--- src/rtl/riscv_bus_pkg.sv ---
// Shared types and constants for the core's AXI4-Lite bus arbiter.
package riscv_bus_pkg;

    typedef enum logic [2:0] {
        IDLE,
        RD_ADDR,
        RD_DATA,
        WR_ADDR_DATA,
        WR_RESP
    } arb_state_t;

    localparam logic [1:0] RESP_OKAY   = 2'b00;
    localparam logic [1:0] RESP_EXOKAY = 2'b01;
    localparam logic [1:0] RESP_SLVERR = 2'b10;
    localparam logic [1:0] RESP_DECERR = 2'b11;

    localparam int REQ_IFU = 0;
    localparam int REQ_LSU = 1;

endpackage

--- src/rtl/rr_arbiter2.sv ---
// Two-way round-robin arbiter: one-hot grant while enabled, pointer moves
// away from whichever requester was just granted.
module rr_arbiter2
    import riscv_bus_pkg::*;
(
    input  logic       CLK,
    input  logic       NRST,
    input  logic       en_i,
    input  logic [1:0] req_i,
    output logic [1:0] gnt_o
);

    // ptr_q = 1 favours the LSU when both request
    logic ptr_q;

    always_comb begin
        gnt_o = 2'b00;
        if (en_i) begin
            case (req_i)
                2'b01:   gnt_o = 2'b01;
                2'b10:   gnt_o = 2'b10;
                2'b11:   gnt_o = ptr_q ? 2'b10 : 2'b01;
                default: gnt_o = 2'b00;
            endcase
        end
    end

    always_ff @(posedge CLK) begin
        if (!NRST) begin
            ptr_q <= 1'b0;
        end else if (|gnt_o) begin
            ptr_q <= gnt_o[REQ_IFU];
        end
    end

endmodule

--- src/rtl/axi_lite_bus_arbiter.sv ---
// Shares one AXI4-Lite master port between instruction fetch and the LSU,
// running one complete read or write transaction at a time.
module axi_lite_bus_arbiter
    import riscv_bus_pkg::*;
#(
    parameter int AXI_AWIDTH = 32,
    parameter int AXI_DWIDTH = 32
) (
    input  logic                           CLK,
    input  logic                           NRST,
    input  logic [1:0]                     REQ,
    input  logic [1:0]                     WE,
    input  logic [2*AXI_AWIDTH-1:0]        ADDR,
    input  logic [2*AXI_DWIDTH-1:0]        WDATA,
    input  logic [2*(AXI_DWIDTH/8)-1:0]    WSTRB,
    output logic [1:0]                     ACK,
    output logic [AXI_DWIDTH-1:0]          RDATA,
    output logic                           ERR,
    output logic                           M_AWVALID,
    input  logic                           M_AWREADY,
    output logic [AXI_AWIDTH-1:0]          M_AWADDR,
    output logic                           M_WVALID,
    input  logic                           M_WREADY,
    output logic [AXI_DWIDTH-1:0]          M_WDATA,
    output logic [AXI_DWIDTH/8-1:0]        M_WSTRB,
    input  logic                           M_BVALID,
    output logic                           M_BREADY,
    input  logic [1:0]                     M_BRESP,
    output logic                           M_ARVALID,
    input  logic                           M_ARREADY,
    output logic [AXI_AWIDTH-1:0]          M_ARADDR,
    input  logic                           M_RVALID,
    output logic                           M_RREADY,
    input  logic [AXI_DWIDTH-1:0]          M_RDATA,
    input  logic [1:0]                     M_RRESP
);

    localparam int SW = AXI_DWIDTH / 8;

    arb_state_t              state_q;
    logic                    idx_q;
    logic [AXI_AWIDTH-1:0]   addr_q;
    logic [AXI_DWIDTH-1:0]   wdata_q;
    logic [SW-1:0]           wstrb_q;
    logic                    arvalid_q, rready_q;
    logic                    awvalid_q, wvalid_q, bready_q;
    logic                    aw_done_q, w_done_q;
    logic                    aw_done_d, w_done_d;
    logic [1:0]              ack_q;
    logic [AXI_DWIDTH-1:0]   rdata_q;
    logic                    err_q;

    logic                    arb_en;
    logic [1:0]              gnt;
    logic                    win;
    logic                    win_we;
    logic [AXI_AWIDTH-1:0]   win_addr;
    logic [AXI_DWIDTH-1:0]   win_wdata;
    logic [SW-1:0]           win_wstrb;

    // Holding off while ACK is high gives the requester a cycle to drop REQ
    assign arb_en = (state_q == IDLE) && (ack_q == 2'b00);

    rr_arbiter2 u_rr (
        .CLK   (CLK),
        .NRST  (NRST),
        .en_i  (arb_en),
        .req_i (REQ),
        .gnt_o (gnt)
    );

    assign win       = gnt[REQ_LSU];
    assign win_we    = WE[win];
    assign win_addr  = win ? ADDR[2*AXI_AWIDTH-1:AXI_AWIDTH] : ADDR[AXI_AWIDTH-1:0];
    assign win_wdata = win ? WDATA[2*AXI_DWIDTH-1:AXI_DWIDTH] : WDATA[AXI_DWIDTH-1:0];
    assign win_wstrb = win ? WSTRB[2*SW-1:SW] : WSTRB[SW-1:0];

    // AW and W complete independently; the done flags remember each one
    assign aw_done_d = aw_done_q | (awvalid_q & M_AWREADY);
    assign w_done_d  = w_done_q  | (wvalid_q  & M_WREADY);

    always_ff @(posedge CLK) begin
        if (!NRST) begin
            state_q   <= IDLE;
            idx_q     <= 1'b0;
            addr_q    <= '0;
            wdata_q   <= '0;
            wstrb_q   <= '0;
            arvalid_q <= 1'b0;
            rready_q  <= 1'b0;
            awvalid_q <= 1'b0;
            wvalid_q  <= 1'b0;
            bready_q  <= 1'b0;
            aw_done_q <= 1'b0;
            w_done_q  <= 1'b0;
            ack_q     <= 2'b00;
            rdata_q   <= '0;
            err_q     <= 1'b0;
        end else begin
            ack_q <= 2'b00;
            case (state_q)
                IDLE: begin
                    if (|gnt) begin
                        idx_q     <= win;
                        addr_q    <= win_addr;
                        wdata_q   <= win_wdata;
                        wstrb_q   <= win_wstrb;
                        aw_done_q <= 1'b0;
                        w_done_q  <= 1'b0;
                        if (win_we) begin
                            awvalid_q <= 1'b1;
                            wvalid_q  <= 1'b1;
                            state_q   <= WR_ADDR_DATA;
                        end else begin
                            arvalid_q <= 1'b1;
                            state_q   <= RD_ADDR;
                        end
                    end
                end
                RD_ADDR: begin
                    if (M_ARREADY) begin
                        arvalid_q <= 1'b0;
                        rready_q  <= 1'b1;
                        state_q   <= RD_DATA;
                    end
                end
                RD_DATA: begin
                    if (M_RVALID) begin
                        rready_q <= 1'b0;
                        rdata_q  <= M_RDATA;
                        err_q    <= M_RRESP[1];
                        ack_q    <= idx_q ? 2'b10 : 2'b01;
                        state_q  <= IDLE;
                    end
                end
                WR_ADDR_DATA: begin
                    aw_done_q <= aw_done_d;
                    w_done_q  <= w_done_d;
                    if (aw_done_d) awvalid_q <= 1'b0;
                    if (w_done_d)  wvalid_q  <= 1'b0;
                    if (aw_done_d && w_done_d) begin
                        bready_q <= 1'b1;
                        state_q  <= WR_RESP;
                    end
                end
                WR_RESP: begin
                    if (M_BVALID) begin
                        bready_q <= 1'b0;
                        err_q    <= M_BRESP[1];
                        ack_q    <= idx_q ? 2'b10 : 2'b01;
                        state_q  <= IDLE;
                    end
                end
                default: state_q <= IDLE;
            endcase
        end
    end

    assign ACK       = ack_q;
    assign RDATA     = rdata_q;
    assign ERR       = err_q;
    assign M_ARVALID = arvalid_q;
    assign M_ARADDR  = addr_q;
    assign M_RREADY  = rready_q;
    assign M_AWVALID = awvalid_q;
    assign M_AWADDR  = addr_q;
    assign M_WVALID  = wvalid_q;
    assign M_WDATA   = wdata_q;
    assign M_WSTRB   = wstrb_q;
    assign M_BREADY  = bready_q;

endmodule

--- config.mk ---
export PLATFORM = sky130hd
export DESIGN_NAME = axi_lite_bus_arbiter
export DESIGN_NICKNAME = d
export VERILOG_FILES = /design/src/rtl/riscv_bus_pkg.sv /design/src/rtl/rr_arbiter2.sv /design/src/rtl/axi_lite_bus_arbiter.sv
export SDC_FILE = /design/constraint.sdc
export NUM_CORES = 1
export LEC_CHECK = 0
export ABC_AREA = 1
export BUFFER_PORTS_ARGS = -buffer_cell sky130_fd_sc_hd__buf_2
export CAP_MARGIN = 30
export CORE_AREA = 5 5 122 124
export DETAILED_ROUTE_END_ITERATION = 10
export DIE_AREA = 0 0 127 129
export PLACE_DENSITY = 0.68
export SETUP_SLACK_MARGIN = 0.4
export SKIP_LAST_GASP = 1
export SLEW_MARGIN = 20
export SYNTH_ARGS = -nofsm -noshare
export SYNTH_HDL_FRONTEND = slang
export SYNTH_SLANG_ARGS = --single-unit
--- constraint.sdc ---
create_clock -name CLK -period 1.7 [get_ports CLK]
set_input_delay 0.34 -clock CLK [delete_from_list [all_inputs] [get_ports CLK]]
set_output_delay 0.34 -clock CLK [all_outputs]
set_load 0.1 [all_outputs]
Word-level counts from Yosys, hierarchy flattened

Cells that the tools add are included.

Order comparisons: 1
Equality and inequality tests: 16
Multiplexer cells: 41
Bitwise operators: 4
Reduce and logical (&&, ||, !) cells: 20

Operator list:

| operator             | count |
|---|---|
| $mux W32             | 2 |
| $mux W1              | 16 |
| $ne A2 B2 Y1 const B | 8 |
| $pmux W1 S2          | 8 |
| $mux W3              | 5 |
| $pmux W3 S5          | 1 |
| $mux W2              | 6 |
| $reduce_and A4 Y1    | 3 |
| $reduce_bool A2 Y1   | 5 |
| $reduce_and A3 Y1    | 3 |
| $eq A3 B2 Y1 const B | 2 |
| $pmux W2 S3          | 1 |
| $reduce_and A2 Y1    | 3 |
| $reduce_and A5 Y1    | 1 |
| $eq A2 B2 Y1 const B | 2 |
| $mux W4              | 1 |
| $pmux W2 S2          | 1 |
| $eq A3 B1 Y1 const B | 1 |
| $eq A3 B3 Y1 const B | 1 |
| $logic_not A3 Y1     | 1 |
| $and A1 B1 Y1        | 2 |
| $eq A2 B1 Y1 const B | 1 |
| $logic_and A1 B1 Y1  | 2 |
| $logic_not A2 Y1     | 1 |
| 4 further kinds      | 5 |

Flip-flop bits (word level): 115
Input port bits: 183
Output and inout bits: 140
Word-level logic and storage cells: 98

Longest topological paths before layout

Depth after elaboration: 8
Gate-level depth with buffers: 10
Gate-level depth less buffers: 10

Hierarchy

A second synthesis with hierarchy kept.

Cells, all modules: 662
Area total of the unflattened synthesis: 4953.5 sq um

By module, submodules not included:

| module               | times used | cells each | area an instance (sq um) | sequential area each (sq um) |
|---|---|---|---|---|
| axi_lite_bus_arbiter | 1          | 650        | 4883.4                   | 2282.2 |
| rr_arbiter2          | 1          | 12         | 70.1                     | 20.0 |

Worst setup path after synthesis

Ideal clock, no wire load.

Path type: register -> register
From: register ack_q[0] (netlist: ACK[0])
To: register addr_q[18] (netlist: M_ARADDR[18])
Library setup time: 0.075 ns
Arrival time: 1.855 ns
Data required time: 1.625 ns
Path slack: -0.230 ns
Stages on the path, launching flop included: 8
Buffers on the path: 1
Clock period less this slack: 1.930 ns
Cell sequence: dfxtp_1 inv_1 nand2_1 nor2_4 nand2_1 clkbuf_1 nand2_1 a31oi_1

Word-level cells in the longest chain between the ends: 5
Elaborated cells on any way between the ends: 6
Those cells by class: mux: 2; reduce/logical: 4

Ends and longest elaborated chain:

| element                            | line                        | RTL |
|---|---|---|
| start, declared                    | axi_lite_bus_arbiter.sv:49  | `logic [1:0] ack_q;` |
| start signal, assigned             | axi_lite_bus_arbiter.sv:132 | `ack_q <= idx_q ? 2'b10 : 2'b01;` |
| start signal, assigned             | axi_lite_bus_arbiter.sv:150 | `ack_q <= idx_q ? 2'b10 : 2'b01;` |
| $logic_not A2 Y1 (*)               | axi_lite_bus_arbiter.sv:62  | `assign arb_en = (state_q == IDLE) && (ack_q == 2'b00);` |
| $logic_and A1 B1 Y1 (*)            | axi_lite_bus_arbiter.sv:62  |  |
| $mux W2 (*)                        | rr_arbiter2.sv:18           | `if (en_i) begin` |
| $reduce_or A2 Y1                   | axi_lite_bus_arbiter.sv:103 | `if (\|gnt) begin` |
| $reduce_and A2 Y1 (no source line) | n/a                         |  |
| end signal, assigned               | axi_lite_bus_arbiter.sv:105 | `addr_q <= win_addr;` |
| end, declared                      | axi_lite_bus_arbiter.sv:42  | `logic [AXI_AWIDTH-1:0] addr_q;` |

Mark *: on every way between the ends. The rest lies on a longest branch, timed or not.
A chain may end at the register's enable or synchronous reset.

Worst setup path in the final report

From: register state_q[0]
To: register addr_q[0] (netlist: M_ARADDR[0])

Word-level cells in the longest chain between the ends: 5
Elaborated cells on any way between the ends: 6
Those cells by class: mux: 2; reduce/logical: 4

Ends and longest elaborated chain:

| element                            | line                                                    | RTL |
|---|---|---|
| start, declared                    | axi_lite_bus_arbiter.sv:40                              | `arb_state_t state_q;` |
| start signal, assigned             | axi_lite_bus_arbiter.sv:84                              | `state_q <= IDLE;` |
| start signal, assigned             | axi_lite_bus_arbiter.sv:113                             | `state_q <= WR_ADDR_DATA;` |
| start signal, assigned             | axi_lite_bus_arbiter.sv:116                             | `state_q <= RD_ADDR;` |
| $logic_not A3 Y1 (*)               | axi_lite_bus_arbiter.sv:62, axi_lite_bus_arbiter.sv:101 |  |
| $logic_and A1 B1 Y1                | axi_lite_bus_arbiter.sv:62                              |  |
| $mux W2                            | rr_arbiter2.sv:18                                       |  |
| $reduce_or A2 Y1                   | axi_lite_bus_arbiter.sv:103                             |  |
| $reduce_and A2 Y1 (no source line) | n/a                                                     |  |

Marked as above.

==> metrics.cfg <==
[drt]
wirelength_um=29000
via_count=6876
via_per_inst=5.61
dr.pass1.iters=6
drc=0
wire_per_inst_um=23.7
drtIter0Drc=657
ant_nets=0

[finish]
fin_util_pct=82.9
drive_above_1_share_pct=65.5
layout_common_cells=buf_2 (180), buf_12 (155), nand2_1 (129), nand3_1 (69), dfxtp_4 (68)
stdcell_count=1225
final_common_cell=buf_2
synthToLayoutAreaGrowth_pct=126
nNetsFinal=1213
final_area_mm2=0.0113

[yosys]
seq_area_frac_synth_pct=45.9
synth_cells=664
syn_area_per_cell_um2=7.55
synth_nets=847
synth_cell_types=22
ys_warn_count=0
syn-cell-area_mm2=0.00502
yosys_register_bits=115

[global_route]
track_usage_pct=27.9
grt_antenna_before_repair=3
grt_max_degree=75
use_met3_pct=7.89
grt_util_met1_pct=31.6
busiest_layer=met2
grt_pass1_vias=6430
grt_pass1_wl_um=35800
use_met2_pct=47.0
overflow=0

[clock_tree]
cts_tree=done
clk_path_buf_depth=2
root_buffer=clkbuf_16
cts_inserted_buffers=17
clk_pin_slew_ns=0.06
clock_sinks=115
clk_latency_ns=0.41
cts-htree-levels=4

[floorplanning]
core_area_mm2=0.0137
die_height_um=129
ioPinCount=323
fp.dieW_um=127
initial_utilization_pct=36.7
rows=43
dieArea_mm2=0.0164

[status]
status=complete, no violations

[sta]
worst_clock_skew_ns=0.00708
setup_viol=0
fmax_mhz=589
maxSlewViolCount=0
setup_tns_ns=0
relSlewSlack_pct=66.3
worst_pin_slew_ns=0.505
whs_ns=0.181
hold_violations=0
rsz0062_at_grt=true
worst_slack_ns=0.00236
post-route-min-period_ns=1.70
finalCritPeriodShare_pct=99.9

[placement]
portBuffers=320
place_area_mm2=0.00681
place_hpwl_um=13100
dp.cells=1105
gp_congestion=0.833
pre_cts_slack_ns=0.0845

[critical_path]
startpoint_type=flop
worst-path-max-fanout=6
cp.arrival_ns=1.99
end_kind=flop
r2r-start=state_q[0]
rr_worst_depth=9
worstPathRequired_ns=2.00
worstSetupPathType=reg -> reg
reg2reg_to=M_ARADDR[0]
reg2reg_slack_ns=0.002

[min_path]
holdPathStages=3
hp-start=M_RDATA[23]
hold_class=in -> reg
min_delay_worst_endpoint=RDATA[23]

[power]
p_leak_nw=4.90
peakVddDrop_v=0.00142
p_total_mw=25.3
pwr_density_cell_mw_per_mm2=2240

[run]
cap_viol_max_count=0

==> worst max-delay path, stage by stage, from the launching register on <==
cell,delay (ns)
dfxtp_2,0.32
nor2_1,0.11
nand2_1,0.11
nor2_4,0.23
o21ai_4,0.17
clkinv_4,0.11
buf_6,0.11
clkbuf_16,0.14
o21ai_2,0.05
a31oi_1,0.23
==> repair_timing <==
item,in CTS,in global routing
gates cloned,6,17
hold buffers,0,0
resized for setup,655,186
setup endpoints to repair,249,240
pin swaps,7,32
buffers inserted,16,47
==> power by group <==
part	switching, mW	internal, mW	total, mW	leakage [nW]
registers	1.12	3.70	4.81	1.01
clock network	1.29	2.26	3.56	0.293
logic	10.5	6.40	16.9	3.60
==> kinds of logic (layout without fill, tap and decap cells) <==
kind of cell / count (synthesis) / after routing / synth area share [%]
buffers and inverters: 108 / 486 / 12.0
flip-flops: 115 / 115 / 45.9
multiplexers: 1 / 1 / 0.200
AO/OA/AOI/OAI: 188 / 188 / 20.9
AND/OR/NAND/NOR: 252 / 252 / 21.0
other: 0 / 3 / 0
==> how the worst max path moves through the flow <==
stage	to	cells past startpoint	from	slack, ns
after global routing	M_ARADDR[0]	9	state_q[0]	-0.05
after CTS	M_ARADDR[11]	8	state_q[2]	0.23
after global placement	M_WDATA[31]	7	REQ[0]	0.1
after detailed placement	M_ARADDR[31]	7	REQ[0]	0.08
after floorplan	M_WDATA[0]	9	ACK[0]	0.26
final	M_ARADDR[0]	9	state_q[0]	0.002
==> cell type report <==
cell class,count,area (µm²)
clock buffers,21,472
flip-flops and latches,115,2610
diodes,3,7.51
repair inverters,2,15.0
clock inverters,10,104
multi-input cells,441,2650
well taps,180,225
inverters,22,92.6
fillers,715,2340
repair buffers,431,5150
==> registers in the layout, indices dropped and copies added, names as in the netlist, 2 cells and up <==
register  count
ACK           2
M_ARADDR     32
M_WDATA      32
M_WSTRB       4
RDATA        32
state_q       3
==> synth_stat cells <==
library cell / n / area [µm²]
a21boi_1: 1 / 7.51
a21boi_4: 1 / 18.8
a21oi_1: 44 / 220
a31oi_1: 68 / 425
buf_2: 12 / 60.1
buf_4: 33 / 248
buf_6: 8 / 90.1
clkbuf_1: 33 / 124
dfxtp_1: 115 / 2300
inv_1: 20 / 75.1
inv_2: 2 / 7.51
mux2i_1: 1 / 10.0
nand2_1: 167 / 627
nand3_1: 72 / 360
nand4_1: 2 / 12.5
nor2_1: 8 / 30.0
nor2_4: 1 / 11.3
nor3_1: 2 / 10.0
o21a_1: 1 / 7.51
o21ai_0: 11 / 55.1
o21ai_1: 61 / 305
o21ai_2: 1 / 8.76
==> routing by layer <==
metal	vias to the layer above	part of all wire [%]
met5	-	0
met2	494	50
met3	122	8.5
met4	0	6.0
li1	3004	-
met1	3256	36
(Power assumes the default switching activity.)
